===== config.mk =====
export PLATFORM = sky130hd
export DESIGN_NAME = tdm_demux4
export DESIGN_NICKNAME = d
export VERILOG_FILES = /design/src/rtl/tdm_pkg.sv /design/src/rtl/decoder2_4.sv /design/src/rtl/tdm_demux4.sv
export SDC_FILE = /design/constraint.sdc
export NUM_CORES = 1
export LEC_CHECK = 0
export BUFFER_PORTS_ARGS = -buffer_cell sky130_fd_sc_hd__buf_2
export CELL_PAD_IN_SITES_DETAIL_PLACEMENT = 2
export CELL_PAD_IN_SITES_GLOBAL_PLACEMENT = 2
export CORE_MARGIN = 3
export CORE_UTILIZATION = 35
export CTS_BUF_LIST = sky130_fd_sc_hd__clkbuf_8
export CTS_CLUSTER_DIAMETER = 150
export CTS_CLUSTER_SIZE = 12
export DETAILED_ROUTE_END_ITERATION = 8
export PLACE_DENSITY_LB_ADDON = 0.08
export RECOVER_POWER = 50
export SYNTH_ARGS = -nofsm -noshare
export SYNTH_HDL_FRONTEND = slang
export SYNTH_SLANG_ARGS = --single-unit

===== constraint.sdc =====
create_clock -name clk -period 2.56 [get_ports clk]
set_input_delay 0.384 -clock clk [delete_from_list [all_inputs] [get_ports clk]]
set_output_delay 0.384 -clock clk [all_outputs]
set_load 0.03 [all_outputs]

===== src/rtl/tdm_pkg.sv =====
// Shared constants and types for the 4-slot TDM receive path.
package tdm_pkg;

    localparam int unsigned NUM_SLOTS = 4;
    localparam int unsigned SLOT_W    = 2;

    typedef enum logic {
        HUNT   = 1'b0,
        LOCKED = 1'b1
    } state_e;

    typedef logic [SLOT_W-1:0] slot_t;

endpackage


===== src/rtl/decoder2_4.sv =====
// 2-to-4 one-hot decoder; receive-side mirror of the transmit mux select.
module decoder2_4
    import tdm_pkg::*;
(
    input  logic                 s1,
    input  logic                 s0,
    input  logic                 en,
    output logic [NUM_SLOTS-1:0] we
);

    always_comb begin
        we = '0;
        if (en) begin
            unique case ({s1, s0})
                2'd0: we = 4'b0001;
                2'd1: we = 4'b0010;
                2'd2: we = 4'b0100;
                2'd3: we = 4'b1000;
                default: we = '0;
            endcase
        end
    end

endmodule


===== src/rtl/tdm_demux4.sv =====
// 4-channel TDM receiver: frame alignment, slot staging, atomic frame publish.
// Optional even-parity checking on din is built when TDM_PARITY_EN is defined.
module tdm_demux4
    import tdm_pkg::*;
#(
    parameter int unsigned WIDTH = 8
) (
    input  logic             clk,
    input  logic             rst,
`ifdef TDM_PARITY_EN
    input  logic [WIDTH:0]   din,
`else
    input  logic [WIDTH-1:0] din,
`endif
    input  logic             din_valid,
    input  logic             frame_sync,
    output logic [WIDTH-1:0] ch0,
    output logic [WIDTH-1:0] ch1,
    output logic [WIDTH-1:0] ch2,
    output logic [WIDTH-1:0] ch3,
    output logic             frame_valid,
    output logic [1:0]       slot,
    output logic             locked,
    output logic             sync_err
`ifdef TDM_PARITY_EN
    ,
    output logic             par_err
`endif
);

    state_e                r_state;
    state_e                w_state_d;
    slot_t                 r_slot;
    slot_t                 w_slot_d;
    slot_t                 w_wr_slot;
    logic                  w_accept;
    logic                  w_sync_err_d;
    logic                  w_frame_ok;
    logic [NUM_SLOTS-1:0]  w_we;
    logic [WIDTH-1:0]      w_data;
    logic [WIDTH-1:0]      r_stage0;
    logic [WIDTH-1:0]      r_stage1;
    logic [WIDTH-1:0]      r_stage2;

    assign w_data = din[WIDTH-1:0];
    assign slot   = r_slot;
    assign locked = (r_state == LOCKED);

    // A sync word always restarts the frame at slot 0, even mid-frame.
    always_comb begin
        w_state_d    = r_state;
        w_slot_d     = r_slot;
        w_wr_slot    = r_slot;
        w_accept     = 1'b0;
        w_sync_err_d = 1'b0;
        if (din_valid) begin
            if (frame_sync) begin
                w_accept     = 1'b1;
                w_wr_slot    = '0;
                w_slot_d     = slot_t'(1);
                w_state_d    = LOCKED;
                w_sync_err_d = (r_state == LOCKED) && (r_slot != '0);
            end else if (r_state == LOCKED) begin
                if (r_slot == '0) begin
                    w_sync_err_d = 1'b1;
                    w_state_d    = HUNT;
                end else begin
                    w_accept = 1'b1;
                    w_slot_d = r_slot + slot_t'(1);
                end
            end
        end
    end

    decoder2_4 u_dec (
        .s1 (w_wr_slot[1]),
        .s0 (w_wr_slot[0]),
        .en (din_valid & w_accept),
        .we (w_we)
    );

`ifdef TDM_PARITY_EN
    logic w_par_bad;
    logic r_par_sticky;

    assign w_par_bad  = ^din;
    assign w_frame_ok = ~(r_par_sticky | w_par_bad);

    always_ff @(posedge clk or posedge rst) begin
        if (rst) begin
            r_par_sticky <= 1'b0;
            par_err      <= 1'b0;
        end else begin
            par_err <= (|w_we) & w_par_bad;
            if (w_we[0]) begin
                r_par_sticky <= w_par_bad;
            end else if (|w_we[3:1]) begin
                r_par_sticky <= r_par_sticky | w_par_bad;
            end
        end
    end
`else
    assign w_frame_ok = 1'b1;
`endif

    always_ff @(posedge clk or posedge rst) begin
        if (rst) begin
            r_state     <= HUNT;
            r_slot      <= '0;
            r_stage0    <= '0;
            r_stage1    <= '0;
            r_stage2    <= '0;
            ch0         <= '0;
            ch1         <= '0;
            ch2         <= '0;
            ch3         <= '0;
            frame_valid <= 1'b0;
            sync_err    <= 1'b0;
        end else begin
            r_state     <= w_state_d;
            r_slot      <= w_slot_d;
            sync_err    <= w_sync_err_d;
            frame_valid <= w_we[3] & w_frame_ok;
            if (w_we[0]) r_stage0 <= w_data;
            if (w_we[1]) r_stage1 <= w_data;
            if (w_we[2]) r_stage2 <= w_data;
            if (w_we[3]) begin
                ch0 <= r_stage0;
                ch1 <= r_stage1;
                ch2 <= r_stage2;
                ch3 <= w_data;
            end
        end
    end

endmodule


=== Yosys cells after proc, flatten, opt, wreduce, memory -nomap -nowiden ===
Cells that the tools add are included.

* $add $sub $neg: 1
* Equal/unequal tests: 4
* Mux-type cells: 15
* Bitwise operators: 1
* Reductions and logical operators: 6

{| class="wikitable"
|+ Operators by type and width
! operator !! number
|-
| case mux 4 bit (4 select lines) || 1
|-
| two-way mux 2 bit || 5
|-
| two-way mux 1 bit || 8
|-
| == test 2 bit (second input constant) || 2
|-
| zero test 2 bit || 2
|-
| two-way mux 4 bit || 1
|-
| nonzero test 2 bit || 2
|-
| AND reduction 3 bit || 1
|-
| adder 2 x 1 -> 2 bit (second input constant) || 1
|-
| == test 2 x 1 -> 1 bit (second input constant) || 1
|-
| inequality test 2 bit (second input constant) || 1
|-
| AND 1 bit || 1
|-
| logical AND 1 bit || 1
|}

* Register bits after elaboration: 61
* Input bits: 12
* Output and inout bits: 37
* Word-level logic and storage cells: 38

=== Depth between registers and ports, before layout ===
* Word-level depth: 7
* Depth in mapped cells: 8
* Gate-level depth less buffers: 5

=== Hierarchy ===
Synthesis repeated with hierarchy kept, for this count alone.

* Cell total of the unflattened synthesis: 144
* Area total of the unflattened synthesis: 2497.4 sq um

{| class="wikitable"
|+ Modules (own cells, without submodules)
! module !! times used !! cells an instance !! area an instance (sq um) !! seq. area each (sq um)
|-
| tdm_demux4 || 1 || 140 || 2459.9 || 1526.5
|-
| decoder2_4 || 1 || 4 || 37.5 || 0.0
|}

=== Worst setup path before layout ===
Ideal clock, no wire load.

* Kind: flip-flop to flip-flop
* Start: register r_slot[0] (netlist: slot[0])
* End: register ch0[4]
* Library setup time: 0.125 ns
* Arrival: 2.104 ns
* Data required time: 2.435 ns
* Setup slack: 0.331 ns
* Cell stages (with the launch flop): 9
* Path buffers: 3
* Clock period less this slack: 2.229 ns
* Cells stage by stage: dfrtp_1 -> clkbuf_2 -> inv_1 -> ha_1 -> and4bb_4 -> and3_4 -> buf_12 -> buf_12 -> mux2_4

* Longest elaborated chain between the ends: 7
* Elaborated cells between the ends (all ways): 14
* Those cells by class: eq/ne: 3; mux: 8; bitwise: 1; reduce/logical: 2

{| class="wikitable"
|+ RTL lines
! element !! line !! RTL
|-
| start: declaration || tdm_demux4.sv:33 || <nowiki>slot_t r_slot;</nowiki>
|-
| start signal: assignment || tdm_demux4.sv:121 || <nowiki>r_slot <= w_slot_d;</nowiki>
|-
| zero test 2 bit || tdm_demux4.sv:64 || <nowiki>if (r_slot == '0) begin</nowiki>
|-
| two-way mux 1 bit || tdm_demux4.sv:64 ||
|-
| two-way mux 1 bit || tdm_demux4.sv:63 || <nowiki>end else if (r_state == LOCKED) begin</nowiki>
|-
| two-way mux 1 bit || tdm_demux4.sv:57 || <nowiki>if (frame_sync) begin</nowiki>
|-
| two-way mux 1 bit || tdm_demux4.sv:56 || <nowiki>if (din_valid) begin</nowiki>
|-
| AND 1 bit || tdm_demux4.sv:78 || <nowiki>.en (din_valid & w_accept),</nowiki>
|-
| two-way mux 4 bit * || decoder2_4.sv:13 || <nowiki>if (en) begin</nowiki>
|-
| end signal: assignment || tdm_demux4.sv:128 || <nowiki>ch0 <= r_stage0;</nowiki>
|-
| end: declaration || tdm_demux4.sv:17 || <nowiki>output logic [WIDTH-1:0] ch0,</nowiki>
|}

Mark *: on every way between the ends. The rest lies on a longest branch, timed or not.
A chain may end at the register's enable or synchronous reset.

=== Final worst setup path ===
* Start: register r_slot[0] (netlist: slot[0])
* End: register ch1[6]

* Longest elaborated chain between the ends: 7
* Elaborated cells between the ends (all ways): 14
* Those cells by class: eq/ne: 3; mux: 8; bitwise: 1; reduce/logical: 2

{| class="wikitable"
|+ RTL lines
! element !! line !! RTL
|-
| zero test 2 bit || tdm_demux4.sv:64 ||
|-
| two-way mux 1 bit || tdm_demux4.sv:64 ||
|-
| two-way mux 1 bit || tdm_demux4.sv:63 ||
|-
| two-way mux 1 bit || tdm_demux4.sv:57 ||
|-
| two-way mux 1 bit || tdm_demux4.sv:56 ||
|-
| AND 1 bit || tdm_demux4.sv:78 ||
|-
| two-way mux 4 bit * || decoder2_4.sv:13 ||
|-
| end signal: assignment || tdm_demux4.sv:129 || <nowiki>ch1 <= r_stage1;</nowiki>
|-
| end: declaration || tdm_demux4.sv:18 || <nowiki>output logic [WIDTH-1:0] ch1,</nowiki>
|}

Marks and branches as above.

==> results.ini <==
[placed_design]
dpl_cell_area_sq_um=2830
portBuffers=48
dp_hpwl_um=3650
dpl_worst_slack_ns=0.320
gp_congestion=0.775

[synth]
synth_mux_area_share_pct=29.2
yosys_warnings=0
synth_top_family_by_area=multiplexers
synthCells=145
synth_area_sq_um=2530
yosys.area_share.simple_pct=3.80
yosysUniqueCellTypes=25
synthXorXnorAreaFrac_pct=0.346
yosysSeqAreaShare_pct=60.2
synth.avg_cell_area_sq_um=17.5
syn-num-nets=158
synth_compound_area_share_pct=1.38
synth_seq_cells=61
synthAdderAreaFrac_pct=0.494

[final_layout]
num-nets-final=213
layout-drive-gt1-share_pct=53.9
syn_to_final_growth_pct=17.9
num_antenna_cells=0
design_area_sq_um=2990

[clock_network]
tritoncts_num_sinks=61
numCtsBuffers=9
cts-htree-levels=3
clkTransAtPathRegs_ns=0.07
postCtsResizedCells=0
clock-root-buffer=clkbuf_8
cts_hold_buf=0
clockBufferDepth=2
cts_tree=yes
postCtsSetupBuffers=0
clock_latency_ns=0.33

[global_routing]
grt_pass1_wl_um=8620
grt_max_degree=32
grt-ovfl-total=0
grt_pass1_vias=1622
antenna_found_initial=0
grt_usage_pct=13.6

[critical_path]
critPathLaunchType=flop
worst-endpoint-required_ns=2.77
critPathKind=flop to flop
crit_fanout=19
crit_arrival_ns=2.45
cp-end-kind=flop

[route]
dr.pass1.iters=4
wl_per_cell_um=17.2
vias=1401
ant_nets=0
drt_wl_total_um=5150
remaining_drc_errors=0
drt_iter0_markers=19
via_per_inst=4.67

[power]
clockPowerShare_pct=21.2
pwr-share-comb_pct=37.9
p_sw_mw=1.50
ir_worst_vdd_uv=387
p_int_mw=2.53
p_per_area_nw_per_um2=1350
swShare_pct=37.2
pwr-share-seq_pct=40.9
p_leak_nw=1.41
fin_total_pwr_mw=4.03

[outcome]
status=finished, final reports clean

[timing]
fin_ws_ns=0.319
fin_crit_sh_pct=87.5
finClkSkew_ns=0.00425
min_period_ns=2.24
grt_setup_unrepaired=no
worstMarginPinSlew_ns=1.14
hold_viol=0
maxSlewHeadroom_pct=23.7
fmax_mhz=446
setup_viol_count_final=0
tns_ns=0
slew_violations=0

[floorplan]
die_area_sq_um=8300
io_pins=49
start_util_pct=36.7
die_w_um=91.1
placementRows=30
core_region_area_sq_um=6910
die_y_um=91.1

[job]
drv_cap=0

[hold_path]
hold_class=input pin to flop

[placed cells by master, fill, tap and decap left out, drive strengths merged, types with 2 or more instances in the layout]
cell,Yosys,final
clkbuf,1,30
inv,3,3
and3,2,2
mux2,56,56
dfrtp,61,61
clkinv,0,2
buf,6,32
nand3,2,2
[critical path, stage by stage, from the launching register on]
cell and delay (ns):
dfrtp_1 0.49, inv_1 0.12, ha_1 0.28, and4bb_4 0.36, and3_4 0.19, buf_4 0.33
mux2_4 0.34
[path summary, 6_finish.rpt]
check | start | endpoint | slack (ns) | cells past startpoint
min in group asynchronous | rst | ch3[2]$_DFFE_PP0P_ | 0.34 | 2
min | din[7] | r_stage0[7]$_DFFE_PP0P_ | 0.33 | 2
max | slot[0]$_DFFE_PP0P_ | ch1[6]$_DFFE_PP0P_ | 0.32 | 6
max in group asynchronous | rst | r_stage0[1]$_DFFE_PP0P_ | 0.83 | 3
max reg2reg | slot[0]$_DFFE_PP0P_ | ch1[6]$_DFFE_PP0P_ | 0.32 | 6
min reg2reg | r_stage1[3]$_DFFE_PP0P_ | ch1[3]$_DFFE_PP0P_ | 0.51 | 1
[cell families (layout without fill, tap and decap cells)]
group           after synthesis  in the layout
simple gates                 12             12
xor+xnor                      1              1
buf+inv                      10             69
fa+ha+maj                     1              1
compound gates                4              4
flops                        61             61
mux                          56             56
[cell usage after synthesis]
library cell   n  share of area (%)
nor2b_1        1               0.25
a211oi_1       1               0.30
buf_4          1               0.30
o311ai_0       1               0.35
mux2_4        29                 17
nand4b_1       1               0.35
nand2_1        1               0.15
nor2_1         1               0.15
and3_4         1               0.44
a22o_2         1               0.40
buf_6          1               0.44
and4bb_4       1               0.64
o21ai_2        1               0.35
buf_12         4                3.2
nand2b_1       1               0.25
ha_1           1               0.49
nor3_1         1               0.20
mux2_2        27                 12
nor4b_1        1               0.35
nand3_2        2               0.79
clkbuf_2       1               0.20
dfrtp_1       61                 60
and3_1         1               0.25
xor2_1         1               0.35
inv_1          3               0.44
[through the flow]
step | hold slack (ns) | cells | utilization [%]
floorplan | 0.474 | 145 | -
global placement | 0.482 | 285 | 40.9
detailed placement | 0.490 | 285 | 40.9
CTS | 0.165 | 300 | 43.8
global route | 0.318 | 300 | 43.2
finish | 0.331 | 300 | 43.2
[state kept, by name, indices dropped and copies added, names as in the netlist, 2 cells and up]
signal / cells
slot: 2
ch2: 8
ch0: 8
r_stage1: 8
ch1: 8
ch3: 8
r_stage0: 8
r_stage2: 8
[layout make-up]
class,instances,area (sq um)
inverter,3,11.3
clock buffer,11,151
fill,709,3920
tap,96,120
clock inverter,4,47.5
multi-input combinational,74,892
timing repair buffer,51,238
sequential,61,1530
[per-layer routing]
layer	GRT usage (%)	part of all wire (%)	vias up
met5	0	0	-
met4	5.28	0.60	0
met3	4.23	4.4	4
met2	22.7	53	32
met1	16.4	42	745
li1	-	-	620
[power groups by stage]
| stage | Combinational (mW) | Clock (mW) | Sequential [mW] |
|---|---|---|---|
| final | 1.52 | 0.855 | 1.65 |
| after global routing | 1.63 | 0.941 | 1.71 |
| after CTS | 1.59 | 0.886 | 1.65 |
| after global placement | 1.54 | 0 | 1.62 |
| after detailed placement | 1.58 | 0 | 1.67 |
| after floorplan | 0.690 | 0 | 2.11 |
Note: power is estimated with default switching activity, not from simulation.
